--- src/rtl/serial_sync_rx.sv ---
// Serial-to-parallel receiver on the bit clock: hunts for COMMA at any bit offset,
// locks after LOCK_CNT aligned commas, then delivers words until alignment is lost.
module serial_sync_rx #(
  parameter int               WIDTH    = 8,
  parameter logic [WIDTH-1:0] COMMA    = 8'hBC,
  parameter logic [WIDTH-1:0] IDLE_SYM = 8'h7C,
  parameter int               LOCK_CNT = 4,
  parameter int               LOSS_CNT = 3
) (
  input  logic             clk_32f,
  input  logic             reset_L,
  input  logic             data_in,
  output logic [WIDTH-1:0] data_out,
  output logic             valid_out,
  output logic             idle_out,
  output logic             active_out,
  output logic             sync_lost
);

  localparam int PW = $clog2(WIDTH);
  localparam int CW = $clog2(LOCK_CNT + 1);
  localparam int LW = $clog2(LOSS_CNT + 1);
  localparam logic [PW-1:0] PH_LAST   = PW'(WIDTH - 1);
  localparam logic [CW-1:0] LOCK_LAST = CW'(LOCK_CNT - 1);
  localparam logic [LW-1:0] LOSS_LAST = LW'(LOSS_CNT - 1);

  typedef enum logic [1:0] {HUNT, ALIGN, ACTIVE} state_t;

  state_t           state, state_d;
  // Only the newest WIDTH-1 bits are kept; the incoming bit completes the window.
  logic [WIDTH-2:0] sr;
  logic [PW-1:0]    ph, ph_d;
  logic [CW-1:0]    comma_cnt, comma_d;
  logic [LW-1:0]    miss_cnt, miss_d;
  logic             miss_flag, mflag_d;
  logic [WIDTH-1:0] window, data_d;
  logic             boundary, is_comma;
  logic             valid_d, idle_d, active_d, lost_d;

  assign window   = {sr, data_in};
  assign boundary = (ph == PH_LAST);
  assign is_comma = (window == COMMA);

  always_comb begin
    state_d  = state;
    ph_d     = boundary ? '0 : ph + PW'(1);
    comma_d  = comma_cnt;
    miss_d   = miss_cnt;
    mflag_d  = miss_flag;
    data_d   = data_out;
    valid_d  = 1'b0;
    idle_d   = idle_out;
    active_d = active_out;
    lost_d   = 1'b0;
    case (state)
      HUNT: begin
        if (is_comma) begin
          ph_d = '0;
          if (LOCK_CNT == 1) begin
            state_d  = ACTIVE;
            active_d = 1'b1;
            comma_d  = '0;
          end else begin
            state_d = ALIGN;
            comma_d = CW'(1);
          end
        end
      end
      ALIGN: begin
        if (boundary) begin
          if (is_comma) begin
            if (comma_cnt == LOCK_LAST) begin
              state_d  = ACTIVE;
              active_d = 1'b1;
              comma_d  = '0;
            end else if (comma_cnt != '1) begin
              comma_d = comma_cnt + CW'(1);
            end
          end else begin
            // Abort without re-checking this window as a fresh alignment.
            state_d = HUNT;
            comma_d = '0;
          end
        end
      end
      ACTIVE: begin
        if (!boundary) begin
          if (is_comma) mflag_d = 1'b1;
        end else begin
          mflag_d = 1'b0;
          if (is_comma) begin
            idle_d = 1'b0;
          end else if (window == IDLE_SYM) begin
            idle_d = 1'b1;
          end else begin
            data_d  = window;
            valid_d = 1'b1;
            idle_d  = 1'b0;
          end
          // A data word on the losing boundary still goes out with sync_lost.
          if (miss_flag) begin
            if (miss_cnt == LOSS_LAST) begin
              state_d  = HUNT;
              lost_d   = 1'b1;
              active_d = 1'b0;
              idle_d   = 1'b0;
              miss_d   = '0;
            end else if (miss_cnt != '1) begin
              miss_d = miss_cnt + LW'(1);
            end
          end else begin
            miss_d = '0;
          end
        end
      end
      default: state_d = HUNT;
    endcase
  end

  always_ff @(posedge clk_32f or negedge reset_L) begin
    if (!reset_L) begin
      state      <= HUNT;
      sr         <= '0;
      ph         <= '0;
      comma_cnt  <= '0;
      miss_cnt   <= '0;
      miss_flag  <= 1'b0;
      data_out   <= '0;
      valid_out  <= 1'b0;
      idle_out   <= 1'b0;
      active_out <= 1'b0;
      sync_lost  <= 1'b0;
    end else begin
      state      <= state_d;
      sr         <= window[WIDTH-2:0];
      ph         <= ph_d;
      comma_cnt  <= comma_d;
      miss_cnt   <= miss_d;
      miss_flag  <= mflag_d;
      data_out   <= data_d;
      valid_out  <= valid_d;
      idle_out   <= idle_d;
      active_out <= active_d;
      sync_lost  <= lost_d;
    end
  end

endmodule
--- config.mk ---
export PLATFORM = sky130hd
export DESIGN_NAME = serial_sync_rx
export DESIGN_NICKNAME = d
export VERILOG_FILES = /design/src/rtl/serial_sync_rx.sv
export SDC_FILE = /design/constraint.sdc
export NUM_CORES = 1
export LEC_CHECK = 0
export ABC_CLOCK_PERIOD_IN_PS = 2420
export BUFFER_PORTS_ARGS = -buffer_cell sky130_fd_sc_hd__buf_2
export CAP_MARGIN = 15
export CORE_ASPECT_RATIO = 0.75
export CORE_MARGIN = 10
export CORE_UTILIZATION = 43
export DETAILED_ROUTE_END_ITERATION = 8
export PLACE_DENSITY_LB_ADDON = 0.1
export SLEW_MARGIN = 20
export SYNTH_ARGS = -nofsm -noshare
export SYNTH_HDL_FRONTEND = slang
export SYNTH_SLANG_ARGS = --single-unit
export TNS_END_PERCENT = 50
--- constraint.sdc ---
create_clock -name clk_32f -period 2.42 [get_ports clk_32f]
set_input_delay 0.726 -clock clk_32f [delete_from_list [all_inputs] [get_ports clk_32f]]
set_output_delay 0.726 -clock clk_32f [all_outputs]
set_load 0.05 [all_outputs]
Word-level counts from Yosys, hierarchy flattened. Cells that the tools add are included.

Output and inout bits: 12. Logic and storage cells: 87. Register bits after elaboration: 30.

Reductions and logical operators: 11. Add/sub/neg operators: 3. Equality and inequality tests: 19. Bitwise operators: 2. Muxes and demuxes: 41.

Operator list (number): $mux 3 (8); $mux 1 (20); $mux 2 (10); $ne 2x2->1 const B (8); $eq 8x7->1 const B (1); $eq 8x8->1 const B (1); $reduce_and 4->1 (2); $reduce_and 7->1 (1); $add 3x1->3 const B (2); $ne 3x3->1 const B (2); $pmux 2 s3 (1); $pmux 3 s2 (1); $reduce_and 6->1 (1); $reduce_bool 2->1 (3); $eq 2x2->1 const B (2); $ne 4x4->1 const B (1); $reduce_and 2->1 (2); $eq 3x2->1 const B (1); $eq 3x3->1 const B (1); $ne 3x1->1 const B (1); $reduce_and 3->1 (1); $add 2x1->2 const B (1); $eq 2x1->1 const B (1); $logic_not 2->1 (1); 2 further kinds (3).

Depth between registers and ports, before layout. Gate-level depths: netlist of the first run.

Depth in word-level cells: 6. Mapped depth: 6. Gate-level depth less buffers: 6.

Least setup slack after synthesis of the first run. OpenSTA, ideal clock, no wires.

Path type: input port to flip-flop. From: in data_in. To: reg active_out. Library setup time: 67 ps. Setup slack: 516 ps. Arrival: 1837 ps. Stages: 5. Data required time: 2353 ps. Cell sequence: and4bb_1 -> buf_6 -> nand4_4 -> or4_4 -> nand2_1.

Cells in the longest elaborated chain, start to end: 3.

RTL lines: start: declaration (line 12) `input logic data_in,`; $eq 8x8->1 (line 42) `assign is_comma = (window == COMMA);`; $ne 2x2->1 (no source line); $reduce_and 7->1 (no source line); end signal: assignment (line 143) `active_out <= active_d;`; end: declaration (line 16) `output logic active_out,`.

No other way between the ends. A chain may end at the register's enable or synchronous reset.

Final worst setup path of the first run.
From: reg ph[0]. To: reg data_out[5].

Cells in the longest elaborated chain, start to end: 2.

RTL lines: start: declaration (line 32) `logic [PW-1:0] ph, ph_d;`; start signal: assignment (line 136) `ph <= ph_d;`; $eq 3x3->1 (line 41) `assign boundary = (ph == PH_LAST);`; $reduce_and 4->1 (no source line); end signal: assignment (line 140) `data_out <= data_d;`; end: declaration (line 13) `output logic [WIDTH-1:0] data_out,`.

No other way between the ends.

==> results of run 1 <==
==> critical path, cell delays in order, from the launching register on <==
cell and delay [ns]:
dfrtp_1 0.36, ha_1 0.16, ha_1 0.30, nand3_2 0.25, a41oi_4 0.45, mux2_2 0.39
==> layer usage <==
layer / share of wire / track usage / routed length, microns
met1: 0.50 / 0.1171 / 1133
met3: 0.075 / 0.04558 / 171
met2: 0.41 / 0.1288 / 926
met5: 0 / 0 / 0
met4: 0.016 / 0.04375 / 36
==> power by group <==
group          total, mW  switching [mW]  internal (mW)
Combinational     0.0834          0.0470         0.0364
Sequential         0.565          0.0256          0.539
Clock              0.401           0.172          0.229
Total               1.05           0.245          0.804
==> registers in the layout, indices dropped and copies added, names as in the netlist, 2 cells and up <==
signal	count
sr	7
state	2
miss_cnt	2
comma_cnt	3
data_out	8
ph	3
==> cell usage after synthesis, types with 2 or more instances <==
| cell | number | area share |
|---|---|---|
| dfrtp_1 | 30 | 0.59 |
| nand2_1 | 9 | 0.027 |
| mux2_2 | 8 | 0.071 |
| inv_1 | 4 | 0.012 |
| nand2b_1 | 4 | 0.020 |
| nor2_1 | 4 | 0.012 |
| a21oi_1 | 3 | 0.012 |
| ha_1 | 3 | 0.030 |
| nor2b_1 | 3 | 0.015 |
| nand3_1 | 2 | 0.0079 |
| nor3_1 | 2 | 0.0079 |
| o21a_1 | 2 | 0.012 |
| o21ai_0 | 2 | 0.0079 |
| o22ai_1 | 2 | 0.0098 |
==> cells by family after synthesis <==
logic type | share of synthesized area
multiplexers | 0.08760
AO/OA/AOI/OAI | 0.1161
AND/OR/NAND/NOR | 0.1516
flip-flops | 0.5906
adder cells (fa/ha/maj) | 0.02953
buffers and inverters | 0.02460
==> how the worst max path moves through the flow <==
stage | startpoint | to | slack (ns) | cells after the start
after floorplan | data_in | active_out | 0.52 | 5
after global placement | data_in | active_out | 0.25 | 5
after detailed placement | data_in | state[1] | 0.20 | 5
after CTS | ph[0] | data_out[5] | 0.39 | 5
after global routing | ph[0] | data_out[2] | 0.25 | 5
final | ph[0] | data_out[5] | 0.40 | 5
==> stage by stage <==
step	hold WS, ns	total power [mW]	setup WS, ns
after floorplan	0.3613	0.6250	0.5161
after global placement	0.3803	0.6532	0.2478
after detailed placement	0.3912	0.6558	0.2017
after CTS	0.4041	1.065	0.3879
after global routing	0.4224	1.110	0.2475
final	0.4030	1.049	0.4005
==> layout make-up <==
| cell class | count | area share |
|---|---|---|
| sequential | 30 | 0.5137 |
| multi-input combinational | 62 | 0.3348 |
| clock buffer | 7 | 0.05908 |
| timing repair buffer | 14 | 0.04795 |
| tap | 36 | 0.03082 |
| inverter | 4 | 0.01027 |
| clock inverter | 1 | 0.003425 |
==> out/metrics.cfg, run 1 <==
[run_status]
run_status = finished, final reports clean

[logic_synthesis]
synth_edf_count = 0
ys.flop_type = dfrtp_1
yosysWarningCount = 0
synth-seq-area-share = 0.5906
ys_ff_latch = 30
postSynthAreaPerCell_sq_um = 12.97
syn_nets = 104
syn_area_sq_mm = 0.001271
async_flop_share = 1.000
synth_cells = 98
synth_cell_type_count = 34

[finish]
final_nets = 123
area_growth_pct = 14.96
regArea_sq_um = 750.7
multi_input_area_sq_um = 489.2
final_common_cell = dfrtp_1
fin_util = 0.5368
final_cell_mix = dfrtp_1 (30), buf_2 (14), nand2_1 (9)
stdcell_area_sq_mm = 0.001461
stdcell_count = 154
final_layout_size_suffix_gt1_frac = 0.2797
diodes = 0
nFillCells = 256

[clock_network]
post_cts_buffers = 0
cts.sinks = 30
cts_resized = 0
cts_buffers = 5
cts_max_path_buffers = 2
clock_latency_ns = 0.28
cts_root_buf = clkbuf_8
clk_pin_slew_ns = 0.06
cts_tree = done
htree_levels = 2
ctsHoldBuffers = 0

[routing]
viasPerCell = 5.299
route.vias.total = 816
wl_per_cell_microns = 14.72
firstDrtPassIters = 2
detail-route-antenna-nets = 0
drt_iter0_markers = 49
wl_microns = 2267
drcViolationCount = 0

[min_path]
hold_depth = 0
hp-class = reg -> reg
hp-start = sr[2]
holdPathEnd = sr[3]

[power_and_ir_drop]
ir_drop_mv = 0.4044
pwr_density_cell_mw_per_mm2 = 717.6
p_leak_nw = 0.6906

[sta]
fin_crit_ns = 2.020
setup-tns-final_ns = 0
tightest_slew_ns = 0.6538
setup_viol = 0
max_clock_freq_mhz = 495.2
finalCritPeriodShare = 0.8345
hold_violations = 0
drv_slew = 0
rsz0062_at_grt = no
slew_headroom = 0.5641
fin_skew_ns = 0.003542

[floorplan]
dieWidth_microns = 82.79
dieArea_sq_mm = 0.005554
row_count = 16
initial_core_util = 0.4669
core_area_sq_mm = 0.002723
die_h_microns = 67.09
io_pins = 15

[global_routing]
antenna_found_initial = 0
grt_pass1_wl_microns = 3864
grt_pass1_vias = 833
grtUsageTotal = 0.09295
overflow = 0
grt_max_degree = 31

[critical_path]
startpoint_type = flop
cp_data_arrival_time_ns = 2.18
critPathMaxFanout = 10
r2r_start = ph[0]
crit_type = reg -> reg
rrSetupSlack_ns = 0.40
r2r_end = data_out[5]
cp-end-kind = flop
reg2regPathDepth = 5
required_ns = 2.58

[place]
globalplace.congestion = 0.8153
port_buffers = 14
place.detailed.hpwl_microns = 1659
place_inst = 146
post_dp_cell_area_sq_mm = 0.001370

[flow_run]
maxCapViolCount = 0

No activity file was read; power rests on OpenSTA's default activity.
==> run 2, diff against run 1 <==
--- a/config.mk
+++ b/config.mk
@@ -5,7 +5,7 @@
 export SDC_FILE = /design/constraint.sdc
 export NUM_CORES = 1
 export LEC_CHECK = 0
-export ABC_CLOCK_PERIOD_IN_PS = 2420
+export ABC_CLOCK_PERIOD_IN_PS = 2000
 export BUFFER_PORTS_ARGS = -buffer_cell sky130_fd_sc_hd__buf_2
 export CAP_MARGIN = 15
 export CORE_ASPECT_RATIO = 0.75
==> constraint.sdc (replaced) <==
create_clock -name clk_32f -period 2 [get_ports clk_32f]
set_input_delay 0.6 -clock clk_32f [delete_from_list [all_inputs] [get_ports clk_32f]]
set_output_delay 0.6 -clock clk_32f [all_outputs]
set_load 0.05 [all_outputs]
==> out/metrics.cfg, run 2 (same netlist as run 1, synthesis figures left out) <==
[finish]
final_layout_size_suffix_gt1_frac = 0.3089  ; +0.02928
largest_reg_flops = 8  ; unchanged
nFillCells = 251  ; -2.0%
final_cell_mix = dfrtp_1 (30), buf_2 (14), nand2_1 (9)
stdcell_count = 159  ; +3.2%
final_common_cell = dfrtp_1
reg.largest.list = data_out x8, sr x7
area_growth_pct = 17.91
diodes = 0  ; unchanged
largest-register = data_out
final_nets = 128  ; +4.1%

[clock_network]
cts_resized = 0  ; unchanged
post_cts_buffers = 0  ; unchanged
clock_latency_ns = 0.28  ; about the same
ctsHoldBuffers = 0  ; unchanged
cts_tree = done
cts_buffers = 5  ; unchanged
cts_root_buf = clkbuf_8
clk_pin_slew_ns = 0.06  ; about the same
cts_max_path_buffers = 2  ; unchanged
htree_levels = 2  ; unchanged
cts.sinks = 30  ; unchanged

[global_routing]
antenna_found_initial = 0  ; unchanged
overflow = 0  ; unchanged
grtUsageTotal = 0.09909  ; +0.006141
grt_max_degree = 31  ; unchanged
grt_pass1_wl_microns = 4057  ; +5.0%
grt_pass1_vias = 851  ; +2.2%

[critical_path]
critPathMaxFanout = 9  ; -1
required_ns = 2.16  ; -0.42 ns
cpMaxStageDelayCell = mux2_2
cp_data_arrival_time_ns = 1.88  ; -0.30 ns
r2r_start = ph[0]
cp-end-kind = flop
critical_path.most_common_cell = ha_1
rrSetupSlack_ns = 0.29  ; -0.11 ns
slowest_delay_ns = 0.39  ; -0.06 ns
crit_type = reg -> reg
reg2regPathDepth = 5  ; unchanged
startpoint_type = flop
r2r_end = data_out[5]
path_cells = ha_1, ha_1, nand3_2, a41oi_4, mux2_2

[sta]
fin_crit_ns = 1.713  ; -0.3060 ns
setup-tns-final_ns = 0  ; unchanged
max_clock_freq_mhz = 583.6  ; +18%
fin_skew_ns = 0.003929  ; +0.0003866 ns
slew_headroom = 0.5612  ; -0.002934
setup_viol = 0  ; unchanged
rsz0062_at_grt = no
finalCritPeriodShare = 0.8567  ; +0.02223
hold_violations = 0  ; unchanged
tightest_slew_ns = 0.6582  ; +0.004402 ns
drv_slew = 0  ; unchanged

[routing]
detail-route-antenna-nets = 0  ; unchanged
viasPerCell = 5.170  ; -2.4%
firstDrtPassIters = 4  ; +2
drt_iter0_markers = 30  ; -39%
drcViolationCount = 0  ; unchanged
route.vias.total = 822  ; +0.74%
wl_per_cell_microns = 14.63  ; -0.62%
wl_microns = 2326  ; +2.6%

[floorplan]
io_pins = 15  ; unchanged
row_count = 16  ; unchanged
core_area_sq_mm = 0.002723  ; unchanged
initial_core_util = 0.4669  ; unchanged
die_h_microns = 67.09  ; unchanged
dieWidth_microns = 82.79  ; unchanged
dieArea_sq_mm = 0.005554  ; unchanged

[place]
port_buffers = 14  ; unchanged
globalplace.congestion = 0.8142  ; -0.13%
place.detailed.hpwl_microns = 1778  ; +7.1%
place_inst = 151  ; +3.4%

[flow_run]
maxCapViolCount = 0  ; unchanged

[power_and_ir_drop]
p_seq_frac = 0.538  ; about the same
p_int_uw = 974.7  ; +21%
pwr_density_cell_mw_per_mm2 = 848.3  ; +18%
power.share.clock = 0.383  ; about the same
p_leak_nw = 0.7152  ; +3.6%
switchingPower_uw = 296.8  ; +21%
ir_drop_mv = 0.4443  ; +9.9%
combPwrFrac = 0.079  ; about the same
p_sw_frac = 0.2334  ; about the same

[min_path]
hp-class = in -> async

[run_status]
run_status = finished, final reports clean

==> run 2: cell types whose count changed in the layout (fill, tap and decap cells not counted), sizes merged <==
cell and change:
buf +5
==> run 2: worst max-delay path, delay by kind of cell, from the launching register on <==
| kind | cells | cell delay, ns |
|---|---|---|
| AO/OA/AOI/OAI | 1 | 0.38 |
| adder cells (fa/ha/maj) | 2 | 0.34 |
| flip-flops | 1 | 0.36 |
| AND/OR/NAND/NOR | 1 | 0.12 |
| multiplexers | 1 | 0.39 |
==> run 2: how the worst max path moves through the flow <==
stage	startpoint	slack (ns)	to
4_1_cts	ph[0]	0.26	data_out[0]
3_5_place_dp	data_in	0.004	state[1]
2_1_floorplan	data_in	0.22	active_out
5_1_grt	ph[0]	0.18	data_out[0]
3_3_place_gp	data_in	0.05	active_out
6_report	ph[0]	0.29	data_out[5]
==> run 2: area by class of cell <==
class                   instances  area (sq um)  share of cell area
clock buffers                   7         86.33             0.05760
clock inverters                 1         5.005            0.003339
inverters                       4         15.01             0.01002
multi-input cells              62         489.2              0.3264
flip-flops and latches         30         750.7              0.5008
well taps                      36         45.04             0.03005
repair buffers                 19         107.6             0.07179
==> run 2: stage by stage <==
stage	instance area (sq um)	total power, mW	hold WS [ns]	worst slack [ns]	utilization
after CTS	1499	1.290	0.3609	0.2641	0.5506
after global routing	1499	1.331	0.3952	0.1783	0.5506
after global placement	1408	0.7897	0.3821	0.05084	0.5170
final	1499	1.272	0.3475	0.2865	0.5506
after floorplan	1271	0.7563	0.3044	0.2221	-
after detailed placement	1408	0.7959	0.3931	0.004120	0.5170
==> run 2: power groups by stage <==
| stage | Sequential [mW] | Clock (mW) | Combinational (mW) |
|---|---|---|---|
| floorplan | 0.688 | 0 | 0.0678 |
| global placement | 0.691 | 0 | 0.0984 |
| detailed placement | 0.693 | 0 | 0.103 |
| CTS | 0.684 | 0.503 | 0.103 |
| global route | 0.688 | 0.526 | 0.117 |
| finish | 0.684 | 0.487 | 0.101 |
==> run 2: per-layer routing <==
layer / part of all wire / up-vias / wire, microns / GRT usage
li1: - / 410 / - / -
met1: 0.44 / 384 / 1028 / 0.1135
met2: 0.44 / 20 / 1025 / 0.1404
met3: 0.089 / 8 / 206 / 0.04960
met4: 0.028 / 0 / 65 / 0.06875
met5: 0 / - / 0 / 0
==> run 3, diff against run 2 <==
--- a/config.mk
+++ b/config.mk
@@ -5,7 +5,7 @@
 export SDC_FILE = /design/constraint.sdc
 export NUM_CORES = 1
 export LEC_CHECK = 0
-export ABC_CLOCK_PERIOD_IN_PS = 2000
+export ABC_CLOCK_PERIOD_IN_PS = 2100
 export BUFFER_PORTS_ARGS = -buffer_cell sky130_fd_sc_hd__buf_2
 export CAP_MARGIN = 15
 export CORE_ASPECT_RATIO = 0.75
@@ -13,6 +13,7 @@
 export CORE_UTILIZATION = 43
 export DETAILED_ROUTE_END_ITERATION = 8
 export PLACE_DENSITY_LB_ADDON = 0.1
+export REMOVE_ABC_BUFFERS = 1
 export SLEW_MARGIN = 20
 export SYNTH_ARGS = -nofsm -noshare
 export SYNTH_HDL_FRONTEND = slang
==> constraint.sdc (replaced) <==
create_clock -name clk_32f -period 2.1 [get_ports clk_32f]
set_input_delay 0.63 -clock clk_32f [delete_from_list [all_inputs] [get_ports clk_32f]]
set_output_delay 0.63 -clock clk_32f [all_outputs]
set_load 0.05 [all_outputs]
==> out/metrics.cfg, run 3 (same netlist as run 1, synthesis figures left out) <==
[run_status]
run_status = finished, final reports clean

[sta]
max_clock_freq_mhz = 556.2
fin_skew_ns = 0.003763  ; -0.0001657 ns
setup_viol = 0  ; unchanged
setup-tns-final_ns = 0  ; unchanged
tightest_slew_ns = 0.6386  ; -0.01964 ns
slew_headroom = 0.5743  ; +0.01310
rsz0062_at_grt = no
fin_crit_ns = 1.798
hold_violations = 0  ; unchanged
finalCritPeriodShare = 0.8561
drv_slew = 0  ; unchanged

[floorplan]
dieWidth_microns = 82.79  ; unchanged
dieArea_sq_mm = 0.005554  ; unchanged
die_h_microns = 67.09  ; unchanged
initial_core_util = 0.4669  ; unchanged
core_area_sq_mm = 0.002723  ; unchanged
row_count = 16  ; unchanged
io_pins = 15  ; unchanged

[global_routing]
antenna_found_initial = 0  ; unchanged
grt_pass1_wl_microns = 3905  ; -3.7%
overflow = 0  ; unchanged
grt_pass1_vias = 851  ; unchanged
grt_max_degree = 31  ; unchanged
grtUsageTotal = 0.09420  ; -0.004889

[critical_path]
crit_type = in -> reg
path_cells = buf_2, and4bb_1, nand4_4, or4_4, nand2_1
cp_data_arrival_time_ns = 2.02  ; +0.14 ns
cp-end-kind = flop
r2r_start = sr[0]
critPathMaxFanout = 7  ; -2
required_ns = 2.32  ; +0.16 ns
cpMaxStageDelayCell = or4_4
startpoint_type = input port
slowest_delay_ns = 0.55  ; +0.16 ns
r2r_end = active_out
reg2regPathDepth = 4  ; -1
rrSetupSlack_ns = 0.39  ; +0.10 ns

[clock_network]
cts_resized = 0  ; unchanged
ctsHoldBuffers = 0  ; unchanged
clk_pin_slew_ns = 0.06  ; about the same
cts_root_buf = clkbuf_8
post_cts_buffers = 0  ; unchanged
htree_levels = 2  ; unchanged
cts_buffers = 5  ; unchanged
clock_latency_ns = 0.28  ; about the same
cts.sinks = 30  ; unchanged
cts_max_path_buffers = 2  ; unchanged
cts_tree = done

[power_and_ir_drop]
ir_drop_mv = 0.5316  ; +20%
p_leak_nw = 0.7140  ; -0.16%
pwr_density_cell_mw_per_mm2 = 867.3  ; +2.2%

[routing]
detail-route-antenna-nets = 0  ; unchanged
route.vias.total = 834  ; +1.5%
drt_iter0_markers = 42  ; +40%
drcViolationCount = 0  ; unchanged
viasPerCell = 5.312  ; +2.8%
wl_per_cell_microns = 14.07  ; -3.8%
wl_microns = 2209  ; -5.0%
firstDrtPassIters = 4  ; unchanged

[finish]
diodes = 0  ; unchanged
final_common_cell = dfrtp_1
final_layout_size_suffix_gt1_frac = 0.3058  ; -0.003158
final_nets = 126  ; -1.6%
largest-register = data_out
fin_util = 0.5515  ; +0.0009200
stdcell_area_sq_mm = 0.001501  ; +0.17%
reg.largest.list = data_out x8, sr x7
final_cell_mix = dfrtp_1 (30), buf_2 (14), nand2_1 (9)
largest_reg_flops = 8  ; unchanged
area_growth_pct = 18.11

[min_path]
hp-class = in -> async

[place]
post_dp_cell_area_sq_mm = 0.001393  ; -1.1%
port_buffers = 14  ; unchanged
place.detailed.hpwl_microns = 1609  ; -9.5%
globalplace.congestion = 0.7802  ; -4.2%

[flow_run]
maxCapViolCount = 0  ; unchanged

==> run 3: cell types whose count changed in the layout (fill, tap and decap cells not counted), sizes merged <==
| cell | delta |
|---|---|
| buf | -2 |
| clkbuf | -2 |
| clkinv | +1 |
| bufinv | +1 |
==> run 3: layout make-up <==
| type | count | area [sq um] |
|---|---|---|
| fill | 260 | 1221 |
| sequential | 30 | 750.7 |
| multi-input combinational | 62 | 489.2 |
| timing repair buffer | 17 | 92.59 |
| clock buffer | 5 | 68.82 |
| tap | 36 | 45.04 |
| clock inverter | 3 | 40.04 |
| inverter | 4 | 15.01 |
==> run 3: layer usage <==
layer | GRT usage | wire, microns
met1 | 0.1169 | 1036
met2 | 0.1288 | 915
met3 | 0.04290 | 197
met4 | 0.05833 | 59
met5 | 0 | 0
==> run 3: critical path: cells and delay by family <==
kind / cells / cell delay, ns
buffers and inverters: 1 / 0.11
and+or+nand+nor: 4 / 1.28
==> run 3: where the power goes <==
group	switching, mW	internal [mW]	leakage (nW)
registers	0.0284	0.621	0.381
clock network	0.207	0.348	0.0579
logic	0.0546	0.0425	0.275
==> run 3: metrics by stage <==
| step | total power, mW | std cells | hold WS (ns) | worst slack (ns) |
|---|---|---|---|---|
| after floorplan | 0.7192 | 96 | 0.3344 | 0.2075 |
| after global placement | 0.7503 | 149 | 0.3813 | 0.05476 |
| after detailed placement | 0.7582 | 149 | 0.3761 | 0.001492 |
| after CTS | 1.322 | 157 | 0.3849 | 0.3056 |
| after global routing | 1.373 | 157 | 0.4017 | 0.2056 |
| final | 1.302 | 157 | 0.3647 | 0.3021 |
==> run 3: worst max path at each step <==
| stage | startpoint | end | slack (ns) | depth (start not counted) |
|---|---|---|---|---|
| after floorplan | data_in | active_out | 0.21 | 4 |
| after global placement | data_in | active_out | 0.05 | 5 |
| after detailed placement | data_in | state[1] | 0.001 | 5 |
| after CTS | data_in | active_out | 0.31 | 5 |
| after global routing | data_in | ph[2] | 0.21 | 6 |
| final | data_in | active_out | 0.30 | 5 |
